`config.mk`:
```
export PLATFORM = sky130hd
export DESIGN_NAME = exec_alu_stage
export DESIGN_NICKNAME = d
export VERILOG_FILES = /design/src/rtl/alu_pkg.sv /design/src/rtl/alu_core.sv /design/src/rtl/exec_alu_stage.sv
export SDC_FILE = /design/constraint.sdc
export NUM_CORES = 1
export LEC_CHECK = 0
export CAP_MARGIN = 20
export CORE_UTILIZATION = 66
export DETAILED_ROUTE_END_ITERATION = 10
export DONT_BUFFER_PORTS = 1
export HOLD_SLACK_MARGIN = 0.06
export PLACE_DENSITY = 0.82
export SLEW_MARGIN = 20
export SYNTH_ARGS = -nofsm -noshare
export SYNTH_HDL_FRONTEND = slang
export SYNTH_HIERARCHICAL = 1
export SYNTH_SLANG_ARGS = --single-unit
```
`constraint.sdc`:
```
create_clock -name clk -period 5.3 [get_ports clk]
set_clock_uncertainty 0.1 [all_clocks]
set_input_delay 0.53 -clock clk [delete_from_list [all_inputs] [get_ports clk]]
set_output_delay 0.53 -clock clk [all_outputs]
set_load 0.02 [all_outputs]
```
`src/rtl/alu_pkg.sv`:
```
// rtl/alu_pkg.sv - shared ALUControl codes and execute-stage state encoding
package alu_pkg;

  localparam logic [2:0] ALU_ADD = 3'b000;
  localparam logic [2:0] ALU_SUB = 3'b001;
  localparam logic [2:0] ALU_AND = 3'b010;
  localparam logic [2:0] ALU_OR  = 3'b011;
  localparam logic [2:0] ALU_SLT = 3'b101;

  // Number of operations held by the stage: none, main only, main plus skid.
  typedef enum logic [1:0] {
    EMPTY = 2'b00,
    FULL  = 2'b01,
    SKID  = 2'b10
  } stage_state_e;

endpackage

```
`src/rtl/alu_core.sv`:
```
// rtl/alu_core.sv - combinational ALU: result, zero and illegal-code flags
module alu_core
  import alu_pkg::*;
#(
  parameter int WIDTH = 32
) (
  input  logic [2:0]       alu_control,
  input  logic [WIDTH-1:0] src_a,
  input  logic [WIDTH-1:0] src_b,
  output logic [WIDTH-1:0] result,
  output logic             zero,
  output logic             illegal
);

  // Decode the operation; unlisted and unknown codes fall to the default arm,
  // which forces a clean all-zero result so X never reaches the registers.
  always_comb begin
    result  = '0;
    illegal = 1'b0;
    case (alu_control)
      ALU_ADD: result = src_a + src_b;
      ALU_SUB: result = src_a - src_b;
      ALU_AND: result = src_a & src_b;
      ALU_OR:  result = src_a | src_b;
      ALU_SLT: result = {{(WIDTH-1){1'b0}}, ($signed(src_a) < $signed(src_b))};
      default: begin
        result  = '0;
        illegal = 1'b1;
      end
    endcase
  end

  // Zero is derived from the very result that will be stored alongside it.
  always_comb begin
    zero = (result == '0);
  end

endmodule

```
`src/rtl/exec_alu_stage.sv`:
```
// rtl/exec_alu_stage.sv - registered ALU execute stage with 2-entry skid buffer
module exec_alu_stage
  import alu_pkg::*;
#(
  parameter int WIDTH = 32
) (
  input  logic             clk,
  input  logic             reset_n,
  input  logic             in_valid,
  output logic             in_ready,
  input  logic [2:0]       alu_control,
  input  logic [WIDTH-1:0] src_a,
  input  logic [WIDTH-1:0] src_b,
  output logic             out_valid,
  input  logic             out_ready,
  output logic [WIDTH-1:0] alu_result,
  output logic             zero,
  output logic             illegal_op
);

  logic [WIDTH-1:0] core_result;
  logic             core_zero;
  logic             core_illegal;

  stage_state_e     state_q, state_d;

  logic [WIDTH-1:0] main_result_q, main_result_d;
  logic             main_zero_q, main_zero_d;
  logic             main_illegal_q, main_illegal_d;

  logic [WIDTH-1:0] skid_result_q, skid_result_d;
  logic             skid_zero_q, skid_zero_d;
  logic             skid_illegal_q, skid_illegal_d;

  logic             accept;
  logic             transfer;

  alu_core #(
    .WIDTH(WIDTH)
  ) u_alu_core (
    .alu_control(alu_control),
    .src_a      (src_a),
    .src_b      (src_b),
    .result     (core_result),
    .zero       (core_zero),
    .illegal    (core_illegal)
  );

  // Handshake decode: ready depends only on the state register, so there is
  // no combinational path from out_ready back to in_ready.
  always_comb begin
    in_ready  = (state_q != SKID);
    out_valid = (state_q != EMPTY);
    accept    = in_valid & in_ready;
    transfer  = out_valid & out_ready;
  end

  // Next-state and register-load selection for main and skid entries.
  always_comb begin
    state_d        = state_q;
    main_result_d  = main_result_q;
    main_zero_d    = main_zero_q;
    main_illegal_d = main_illegal_q;
    skid_result_d  = skid_result_q;
    skid_zero_d    = skid_zero_q;
    skid_illegal_d = skid_illegal_q;
    case (state_q)
      EMPTY: begin
        if (accept) begin
          state_d        = FULL;
          main_result_d  = core_result;
          main_zero_d    = core_zero;
          main_illegal_d = core_illegal;
        end
      end
      FULL: begin
        if (accept && transfer) begin
          main_result_d  = core_result;
          main_zero_d    = core_zero;
          main_illegal_d = core_illegal;
        end else if (transfer) begin
          state_d = EMPTY;
        end else if (accept) begin
          // Downstream stalled: park the new op behind the one on display.
          state_d        = SKID;
          skid_result_d  = core_result;
          skid_zero_d    = core_zero;
          skid_illegal_d = core_illegal;
        end
      end
      SKID: begin
        if (transfer) begin
          state_d        = FULL;
          main_result_d  = skid_result_q;
          main_zero_d    = skid_zero_q;
          main_illegal_d = skid_illegal_q;
        end
      end
      default: begin
        state_d = EMPTY;
      end
    endcase
  end

  // State, main and skid registers; reset discards anything held.
  always_ff @(posedge clk) begin
    if (!reset_n) begin
      state_q        <= EMPTY;
      main_result_q  <= '0;
      main_zero_q    <= 1'b0;
      main_illegal_q <= 1'b0;
      skid_result_q  <= '0;
      skid_zero_q    <= 1'b0;
      skid_illegal_q <= 1'b0;
    end else begin
      state_q        <= state_d;
      main_result_q  <= main_result_d;
      main_zero_q    <= main_zero_d;
      main_illegal_q <= main_illegal_d;
      skid_result_q  <= skid_result_d;
      skid_zero_q    <= skid_zero_d;
      skid_illegal_q <= skid_illegal_d;
    end
  end

  // Outputs come straight from the main register.
  always_comb begin
    alu_result = main_result_q;
    zero       = main_zero_q;
    illegal_op = main_illegal_q;
  end

endmodule

```
==> summary.md <==
| Metric | Value |
|---|---|
| Cts repair resizes | `0` |
| Yosys cell types | `85` |
| Most frequent cells in the layout | `nand2_1 (134), a21oi_1 (108), ha_1 (107)` |
| Vias per inst | `6.91` |
| Worst R2R Start | `state_q[1]` |
| Critical Path Fanout Max | `12` |
| Slowest-stage cell, CP | `o32ai_1` |
| Clock share of power | `32.6%` |
| Adder-Cell Fraction of Synth Area | `15.8%` |
| Antenna violations before repair | `0` |
| DR pass1 iterations | `7` |
| Final Hold Vio Count | `0` |
| Min-delay src | `out_ready` |
| ANT nets after route | `0` |
| Worst min path class | `input port to flop` |
| Top FF cell, synth | `dfxtp_1` |
| Power share of the sequential group | `30.3%` |
| DR iter-0 viols | `953` |
| CP max stage delay | `0.63 ns` |
| Pin count of the biggest net entering global routing | `73` |
| Highest clock rate | `214 MHz` |
| Nets | `1282` |
| Unrepaired setup endpoints after global routing | `false` |
| First-pass GRT wire length | `41.3 mm` |
| Total track usage | `38.8%` |
| Die height | `117 um` |
| Top cell type's share of synthesized area | `16.1%` |
| Via Count | `8844` |
| Max-Cap Viols | `0` |
| Maximum vdd drop | `0.245 mV` |
| Cell area after synthesis | `8700 um^2` |
| CORE AREA | `12700 um^2` |
| Wirelength, routed | `27.0 mm` |
| Pleak | `3.96 nW` |
| Sequential share of the synthesized area | `16.1%` |
| Hold Path End | `state_q[1]` |
| Clock buffer depth | `2` |
| CP top delay family | `compound AO/OA/AOI/OAI gates` |
| Syn nets | `1338` |
| Cts hold-fix bufs | `0` |
| Comb power frac | `37.1%` |
| Layout cell share with drive strength beyond 1 | `8.22%` |
| Initial Util | `68.4%` |
| Leading area contributor after synthesis | `dfxtp_1` |
| Util after Layout | `70.6%` |
| Die area | `13600 um^2` |
| Std cell rows | `41` |
| Cell mode on critical path | `inv_1` |
| Final WS setup | `0.633 ns` |
| Worst-margin pin slew | `0.887 ns` |
| Mapped Cells | `1158` |
| Root Driver | `clkbuf_16` |
| Setup repair bufs after CTS | `0` |
| Worst skew pair latency | `0.33 ns` |
| Synth Register Bits | `70` |
| Power density cells | `229 nW/um^2` |
| Dpl ws | `0.475 ns` |
| Routed wire per std cell | `21.1 um` |
| I/O pins | `107` |
| DP Wirelength | `19.9 mm` |
| Relative slew margins | `40.9%` |
| Switching share of power | `38.2%` |
| R2r setup slk | `3.01 ns` |
| Filler Cell Count | `1079` |
| Diode count | `0` |
| Largest family of logic cells by synthesized area | `compound AO/OA/AOI/OAI gates` |
| Crit Path Class | `input port to flop` |
| Fin crit share | `88.1%` |
| Main area contributors after synthesis | `dfxtp_1 (16%), ha_1 (15%), a21oi_1 (6.2%)` |
| Mean Syn Cell Area | `7.51 um^2` |
| Multiplexer area fraction after synthesis | `6.44%` |
| Synth Area in Simple Gates | `17.8%` |
| Sw power | `0.784 mW` |
| Final Max Tran Viols | `0` |
| Clk sink count | `70` |
| R2R Path End | `alu_result[6]` |
| Number of flops mapped to enable cells by yosys | `0` |
| Fraction of registers with async set/reset | `0%` |
| CTS tree | `done` |
| CP Capture Type | `flop` |
| Status | `finished clean` |
| Bufs and invs on worst path | `2` |
| Worst setup SP type | `input port` |
| Clock slew at reported path FFs | `0.05 ns` |
| CP arrival | `4.82 ns` |
| Number of global-route vias before repair | `8068` |
| Worst EP required | `5.45 ns` |
| Total CTS buffers | `9` |
| Setup TNS | `0 ns` |
| Routability cong. | `0.989` |
| Worst-case reg-to-reg path depth | `4` |
| Worst hold path depth | `1` |
| Area delta synth->final | `3.24%` |
| Chip width | `117 um` |
| Post-synthesis compound-gate area fraction | `33.6%` |
| CP Cell Sequence | `inv_1 -> ha_1 -> inv_1 -> o32ai_1 -> or3_1 -> a2bb2oi_1 -> a211oi_1 -> o41ai_1 -> mux2_2 -> a221o_1 -> nor4_2 -> and4_1 -> mux2i_1 -> a211oi_2` |
| Commonest non-fill, non-tap cell in the layout | `nand2_1` |
| Yosys warns | `6` |
| Internal | `1.27 mW` |
| Post-synthesis xor/xnor area fraction | `1.31%` |
| Final min period | `4.67 ns` |
| Final routed DRC violation total | `0` |
| Number of port buffers | `0` |
| H-Tree Depth | `3` |
| Total grt overflow | `0` |
| Final setup viols | `0` |
[cells by family after synthesis]
family | Yosys count
flops | 70
fa+ha+maj | 109
buf+inv | 188
xor+xnor | 13
compound gates | 402
mux | 54
simple gates | 322
[how the worst max path moves through the flow]
stage | startpoint | to | slack (ns) | depth (start not counted)
after floorplan | src_b[8] | zero | 1.34 | 15
after global placement | src_b[10] | zero | 0.63 | 14
after detailed placement | src_b[10] | zero | 0.48 | 14
after CTS | src_b[10] | zero | 0.78 | 14
after global routing | src_b[10] | zero | 0.38 | 14
final | src_b[10] | zero | 0.63 | 14
[power groups by stage]
stage | clock (mW) | sequential [mW] | combinational (mW)
finish | 0.670 | 0.623 | 0.762
global route | 0.687 | 0.627 | 0.822
CTS | 0.667 | 0.623 | 0.739
detailed placement | 0 | 0.633 | 0.733
global placement | 0 | 0.632 | 0.725
floorplan | 0 | 0.626 | 0.579
[routing by layer]
| metal | GRT usage, % | vias up | part of all wire (%) |
|---|---|---|---|
| met3 | 5.97 | 107 | 7.9 |
| li1 | - | 4107 | - |
| met2 | 64.0 | 506 | 46 |
| met4 | 19.2 | 0 | 4.6 |
| met5 | 0 | - | 0 |
| met1 | 49.4 | 4124 | 41 |
[cells in the mapped netlist, types with 4 or more instances]
library cell / count
nand2_1: 134
a21oi_1: 108
ha_1: 107
inv_1: 105
nor2_1: 71
dfxtp_1: 70
clkbuf_1: 56
a211oi_1: 55
mux2i_1: 50
o21ai_0: 43
a211oi_2: 30
o31ai_1: 22
a21o_1: 20
nor4_1: 17
nand4_1: 15
o211ai_1: 15
nor3_1: 14
buf_2: 12
xnor2_1: 11
and3_1: 10
nand3_1: 9
or3_1: 9
a221o_1: 8
o21a_1: 8
a221oi_1: 7
a31oi_1: 7
o221ai_1: 7
a2111oi_0: 6
a22o_1: 6
a22oi_1: 6
buf_6: 6
nor2b_1: 6
nand2b_1: 5
o21bai_1: 5
o221a_2: 5
o22ai_1: 5
or4_1: 5
a21boi_0: 4
and2_1: 4
buf_4: 4
o41ai_1: 4
or2_2: 4
[layout make-up]
class | instances | area (um^2) | area share (%)
clock inverters | 5 | 81.3 | 0.905
well taps | 172 | 215 | 2.40
flip-flops and latches | 70 | 1400 | 15.6
inverters | 107 | 402 | 4.47
repair buffers | 14 | 105 | 1.17
multi-input cells | 900 | 6530 | 72.6
clock buffers | 11 | 253 | 2.81
[registers in the layout, indices dropped and copies added, names as in the netlist]
name and cells:
skid_zero_q 1, state_q 2, zero 1, skid_illegal_q 1
illegal_op 1, alu_result 32, skid_result_q 32
[worst register-to-register path, delay by kind of cell, from the launching register on]
family	cells	cell delay [ns]
muxes	1	0.49
AOI/OAI and AO/OA	2	0.62
buffers and inverters	1	0.47
DFF	1	0.45
[stage by stage]
| stage | hold slack (ns) | power (mW) | cells | cell area (um^2) |
|---|---|---|---|---|
| floorplan | 0.336 | 1.20 | 1158 | 8700 |
| global placement | 0.341 | 1.36 | 1263 | 8650 |
| detailed placement | 0.346 | 1.37 | 1263 | 8650 |
| CTS | 0.174 | 2.03 | 1279 | 8980 |
| global route | 0.174 | 2.14 | 1279 | 8980 |
| finish | 0.177 | 2.05 | 1279 | 8980 |
No activity file was read; power rests on OpenSTA's default activity.
